$ cat config.mk
export PLATFORM = sky130hd
export DESIGN_NAME = fetch_sequencer
export DESIGN_NICKNAME = d
export VERILOG_FILES = /design/src/rtl/fetch_sequencer.sv
export SDC_FILE = /design/constraint.sdc
export NUM_CORES = 1
export LEC_CHECK = 0
export ABC_AREA = 1
export BUFFER_PORTS_ARGS = -buffer_cell sky130_fd_sc_hd__buf_2
export CAP_MARGIN = 30
export CORE_MARGIN = 1
export CORE_UTILIZATION = 50
export CTS_BUF_LIST = sky130_fd_sc_hd__clkbuf_4 sky130_fd_sc_hd__clkbuf_8
export DETAILED_ROUTE_END_ITERATION = 16
export PLACE_DENSITY = 0.71
export SLEW_MARGIN = 20
export SYNTH_ARGS = -nofsm -noshare
export SYNTH_HDL_FRONTEND = slang
export SYNTH_SLANG_ARGS = --single-unit
$ cat constraint.sdc
create_clock -name Clock -period 4.6 [get_ports Clock]
set_clock_uncertainty 0.1 [all_clocks]
set_input_delay 0.69 -clock Clock [delete_from_list [all_inputs] [get_ports Clock]]
set_output_delay 0.69 -clock Clock [all_outputs]
set_load 0.05 [all_outputs]
$ cat src/rtl/fetch_sequencer.sv
// Handshake-driven fetch/issue sequencer between a synchronous instruction memory
// and a multi-cycle processor: fetch (plus mvi immediate), Run pulse, wait for Done, advance.
module fetch_sequencer #(
  parameter int unsigned ADDR_W    = 5,
  parameter int unsigned DATA_W    = 9,
  parameter int unsigned MEM_LAT   = 1,
  parameter int unsigned LAST_ADDR = 31,
  parameter logic [2:0]  MVI_OP    = 3'b001,
  parameter int unsigned TIMEOUT   = 15
) (
  input  logic              Clock,
  input  logic              Reset,
  input  logic              Start,
  input  logic              Halt,
  output logic [ADDR_W-1:0] MemAddr,
  input  logic [DATA_W-1:0] MemQ,
  output logic [DATA_W-1:0] ProcDIN,
  output logic              ProcRun,
  input  logic              ProcDone,
  output logic [ADDR_W-1:0] PC,
  output logic              Busy,
  output logic              ProgDone,
  output logic              Fault
);

  localparam int unsigned CNT_W = 2;
  localparam int unsigned WD_W  = (TIMEOUT > 1) ? $clog2(TIMEOUT + 1) : 1;

  typedef enum logic [2:0] {
    S_IDLE, S_FETCH_I, S_FETCH_D, S_ISSUE, S_EXEC, S_ADVANCE, S_FAULT
  } state_t;

  state_t            state_q, state_d;
  logic [CNT_W-1:0]  cnt_q, cnt_d;
  logic [WD_W-1:0]   wd_q, wd_d;
  logic [DATA_W-1:0] instr_q, instr_d;
  logic [DATA_W-1:0] imm_q, imm_d;
  logic [ADDR_W-1:0] pc_q, pc_d;
  logic              halt_q, halt_d;
  logic [ADDR_W-1:0] mem_addr_d;
  logic [DATA_W-1:0] proc_din_d;
  logic              proc_run_d, busy_d, prog_done_d, fault_d;

  logic              fetch_last, q_is_mvi, instr_is_mvi, at_last, wd_expired, prog_end;
  logic [ADDR_W:0]   span_end;
  logic [ADDR_W-1:0] pc_adv;

  assign fetch_last   = (cnt_q == CNT_W'(MEM_LAT));
  assign q_is_mvi     = (MemQ[DATA_W-1 -: 3] == MVI_OP);
  assign instr_is_mvi = (instr_q[DATA_W-1 -: 3] == MVI_OP);
  assign at_last      = (pc_q == ADDR_W'(LAST_ADDR));
  assign wd_expired   = (wd_q == WD_W'(TIMEOUT - 1));
  // Span end is computed one bit wider so an mvi at the top address cannot wrap.
  assign span_end     = {1'b0, pc_q} + (ADDR_W + 1)'(instr_is_mvi);
  assign prog_end     = (span_end >= (ADDR_W + 1)'(LAST_ADDR)) || halt_q;
  assign pc_adv       = pc_q + (instr_is_mvi ? ADDR_W'(2) : ADDR_W'(1));

  assign PC = pc_q;

  // State and registered outputs
  always_ff @(posedge Clock) begin
    if (Reset) begin
      state_q  <= S_IDLE;
      cnt_q    <= '0;
      wd_q     <= '0;
      instr_q  <= '0;
      imm_q    <= '0;
      pc_q     <= '0;
      halt_q   <= 1'b0;
      MemAddr  <= '0;
      ProcDIN  <= '0;
      ProcRun  <= 1'b0;
      Busy     <= 1'b0;
      ProgDone <= 1'b0;
      Fault    <= 1'b0;
    end else begin
      state_q  <= state_d;
      cnt_q    <= cnt_d;
      wd_q     <= wd_d;
      instr_q  <= instr_d;
      imm_q    <= imm_d;
      pc_q     <= pc_d;
      halt_q   <= halt_d;
      MemAddr  <= mem_addr_d;
      ProcDIN  <= proc_din_d;
      ProcRun  <= proc_run_d;
      Busy     <= busy_d;
      ProgDone <= prog_done_d;
      Fault    <= fault_d;
    end
  end

  // Next-state logic
  always_comb begin
    state_d = state_q;
    case (state_q)
      S_IDLE:    if (Start) state_d = S_FETCH_I;
      S_FETCH_I: begin
        if (fetch_last) begin
          if (q_is_mvi) state_d = at_last ? S_FAULT : S_FETCH_D;
          else          state_d = S_ISSUE;
        end
      end
      S_FETCH_D: if (fetch_last) state_d = S_ISSUE;
      S_ISSUE:   state_d = S_EXEC;
      S_EXEC: begin
        if (ProcDone)        state_d = S_ADVANCE;
        else if (wd_expired) state_d = S_FAULT;
      end
      S_ADVANCE: state_d = prog_end ? S_IDLE : S_FETCH_I;
      S_FAULT:   state_d = S_FAULT;
      default:   state_d = S_IDLE;
    endcase
  end

  // Datapath and output next values
  always_comb begin
    cnt_d       = '0;
    wd_d        = wd_q;
    instr_d     = instr_q;
    imm_d       = imm_q;
    pc_d        = pc_q;
    halt_d      = halt_q;
    mem_addr_d  = MemAddr;
    proc_din_d  = ProcDIN;
    proc_run_d  = (state_d == S_ISSUE);
    busy_d      = (state_d != S_IDLE) && (state_d != S_FAULT);
    prog_done_d = (state_q == S_ADVANCE) && prog_end;
    fault_d     = (state_d == S_FAULT);

    if ((state_q != S_IDLE) && (state_q != S_FAULT) && Halt) halt_d = 1'b1;

    case (state_q)
      S_IDLE: begin
        if (Start) begin
          pc_d       = '0;
          mem_addr_d = '0;
          halt_d     = 1'b0;
        end
      end
      S_FETCH_I: begin
        if (fetch_last) begin
          instr_d = MemQ;
          if (q_is_mvi && !at_last) mem_addr_d = pc_q + ADDR_W'(1);
        end else begin
          cnt_d = cnt_q + CNT_W'(1);
        end
      end
      S_FETCH_D: begin
        if (fetch_last) imm_d = MemQ;
        else            cnt_d = cnt_q + CNT_W'(1);
      end
      S_ISSUE: wd_d = '0;
      S_EXEC:  wd_d = wd_q + WD_W'(1);
      S_ADVANCE: begin
        pc_d = pc_adv;
        if (!prog_end) mem_addr_d = pc_adv;
      end
      default: ;
    endcase

    // Instruction goes out with Run; EXEC then holds the immediate for mvi.
    if (state_d == S_ISSUE)     proc_din_d = (state_q == S_FETCH_I) ? MemQ : instr_q;
    else if (state_d == S_EXEC) proc_din_d = instr_is_mvi ? imm_q : instr_q;
  end

endmodule

==> impl_results.md <==
* Latest clock arrival within the worst-skew pair at ~0.31 ns
* Synth cell types at 32
* Hpwl dp at 4300 um
* Crit path launch type: register
* Post-Synth Simple-Gate Area at 34.2%
* CTS tree: yes
* Sequential Area at 1020 um^2
* Post-Synthesis Cell Area at 2670 um^2
* Antenna fix cells at 0
* Via Count at 2,536
* Worst-path clk slew at roughly 0.090 ns
* Post-synthesis compound-gate area fraction at around an eighth
* Core Area at 5140 um^2
* CP arrival at around 3.4 ns
* Final ANT Viol Nets at 0
* Initial antenna violation count at 0
* DRC at 0
* Postcts setup bufs at 0
* Vias in the first global route at 2,167
* Placement row count at 26
* Adder-Cell Fraction of Synth Area at about 5.0%
* Grt ovf at 0
* Iter 0 DRT Violations at 230
* YS warnings at 0
* Average routed wire per standard cell at between 10 and 15 um
* Final Max Slew Viols at 0
* # fillers at approximately 530
* Slew @ Worst Pin at around 0.88 ns
* Final min period at about 3.3 ns
* Unrepaired setup endpoints after global routing: no
* Top cell type's share of synthesized area at a little under two fifths
* Final worst slack at 1.34 ns
* Crit path required time at roughly 4.7 ns
* Outcome: finished clean
* Synth Instances at 403
* Share of post-route cells with drive strength above 1 at 14.1%
* R2r setup slk at 1.34 ns
* Leading area contributor after synthesis: dfxtp_1
* Crit end category: register
* TNS Setup at 0 ns
* Die footprint at around 5600 um^2
* Die X at roughly 75 um
* Vias/cell at ~5
* MaxCap Viol Count at 0
* Rel. slew slack at ~40%
* Sequential share of the synthesized area at 38.3%
* FMAX at approximately 300 MHz
* Num ports at 37
* Leakage at 1.44 nW
* Num Clock Sinks at 51
* Synth Area per Inst at approximately 6.6 um^2
* Mapped Nets at 427
* GP Congestion at 0.881
* Htree depth at 2
* Tot GR Track Use at 23.1%
* WS Path Type: register to register
* Post-CTS sizing at 0
* VDD IR max at around 0.16 mV
* Starting density of the core at 51.9%
* Hold-fix buffers at CTS at 0
* Fin nets at 456
* Clock Path Buffers at 2
* Drt first pass iters at 5
* Final setup violation count at 0
* Synth Area in XOR/XNOR at less than 1%
* Port bufs at 36
* Worst min-delay path class: register to register
* Main combinational cell family by area after synthesis: simple AND/OR/NAND/NOR gates
* First-pass GRT wire length at around 9900 um
* Synth area leaders: dfxtp_1 (38%), nand2_1 (16%), nor2_1 (7.6%), inv_1 (6.5%), nand3_1 (5.8%)
* Largest net degree at the start of global routing at 31
* Total CTS buffers at 5
* Yosys reg bits at ~50
* Multi-input gate area at 1400 um^2
* Crit Path Max Fanout at 20
* Drt total wl at roughly 6000 um
* Die Span Y at 75.1 um
* Post-Place Worst Slack at 1.34 ns
* Power Dens Cells at 298 nW/um^2
* Root buffer cell: clkbuf_8
* Area Growth Syn to Fin at 11.0%
* Mux contribution to synthesized area at 0%
* Endpoints failing hold at 0
* Final period utilization at 70.9%
-- per-layer routing --
layer  track usage (%)  vias to the layer above  share of wire, %
met3              3.75                        8               5.8
met5                 0                        -                 0
met1              31.6                     1107                49
met4              8.39                        0              0.99
li1                  -                     1339                 -
met2              36.8                       82                44
-- report_power, final --
part	internal, mW	switching, mW
Clock	0.113	0.150
Sequential	0.458	0.00840
Combinational	0.0393	0.115
Total	0.610	0.273
-- final timing paths --
path	start	to	depth (start not counted)
max	instr_q[6]	ProcDIN[4]	16
min	cnt_q[0]	cnt_q[0]	1
max reg2reg	instr_q[6]	ProcDIN[4]	16
min reg2reg	cnt_q[0]	cnt_q[0]	1
-- synthesized netlist by cell type --
master / n
nand2_1: 111
nor2_1: 54
dfxtp_1: 51
inv_1: 46
nand3_1: 31
o21ai_0: 30
a21oi_1: 23
ha_1: 9
clkbuf_1: 8
buf_2: 5
a31oi_1: 3
inv_2: 3
nand4_1: 3
or2_2: 3
a211oi_1: 2
nand2_2: 2
nand3_2: 2
nor2_2: 2
nor2_4: 2
a21boi_0: 1
a32o_1: 1
and3_1: 1
buf_4: 1
fa_1: 1
inv_4: 1
nand4_2: 1
nor3_1: 1
nor3_2: 1
o2111ai_1: 1
o21a_1: 1
o31ai_1: 1
xor2_1: 1
-- sequential cells by signal, summed over array words and instances, names as in the netlist --
| signal | cells |
|---|---|
| ProcDIN | 9 |
| imm_q | 9 |
| instr_q | 9 |
| MemAddr | 5 |
| PC | 5 |
| wd_q | 4 |
| state_q | 3 |
| cnt_q | 2 |
| Busy | 1 |
| Fault | 1 |
| ProcRun | 1 |
| ProgDone | 1 |
| halt_q | 1 |
-- through the flow --
step / util (%) / hold WS, ns / instance area (um^2) / power, mW / cells
final: 57.6 / 0.329 / 2960 / 0.883 / 503
after floorplan: - / 0.299 / 2670 / 0.595 / 403
after CTS: 57.6 / 0.330 / 2960 / 0.892 / 503
after global placement: 55.9 / 0.307 / 2870 / 0.630 / 495
after global routing: 57.6 / 0.336 / 2960 / 0.930 / 503
after detailed placement: 55.9 / 0.317 / 2870 / 0.631 / 495
-- layout by cell type, fill, tap and decap left out, types with 2 or more instances in the layout --
cell / Yosys / layout
nor2_4: 2 / 2
nand3_2: 2 / 2
nand3_1: 31 / 31
a211oi_1: 2 / 2
nand2_1: 111 / 111
o21ai_0: 30 / 30
inv_2: 3 / 3
ha_1: 9 / 9
clkbuf_8: 0 / 5
dfxtp_1: 51 / 51
or2_2: 3 / 3
inv_1: 46 / 46
nand2_2: 2 / 2
nor2_1: 54 / 54
nor2_2: 2 / 2
a31oi_1: 3 / 3
nand4_1: 3 / 3
buf_2: 5 / 36
a21oi_1: 23 / 23
-- cell type report --
type                    instances  share of cell area (%)
clock buffers                   6                    2.58
clock inverters                 2                   0.422
inverters                      50                    6.42
multi-input cells             288                    47.1
flip-flops and latches         51                    34.5
well taps                      70                    2.96
repair buffers                 36                    6.08
-- logic make-up after synthesis --
logic type	Yosys count
AND/OR/NAND/NOR	214
buffers and inverters	64
AO/OA/AOI/OAI	63
flip-flops	51
adder cells (fa/ha/maj)	10
XOR/XNOR	1
-- critical path: stages, from the launching register on --
cell and delay (ns):
dfxtp_1 0.32, inv_1 0.06, nor3_1 0.55, ha_1 0.34, ha_1 0.25, nand2_1 0.06
inv_1 0.04, nand3_1 0.06, nand2_1 0.05, nand2_1 0.07, nand3_1 0.11, nand2_1 0.27
nand2_1 0.43, nand2_2 0.22, inv_4 0.07, nor2_1 0.11, nor2_1 0.05
(Power assumes the default switching activity.)
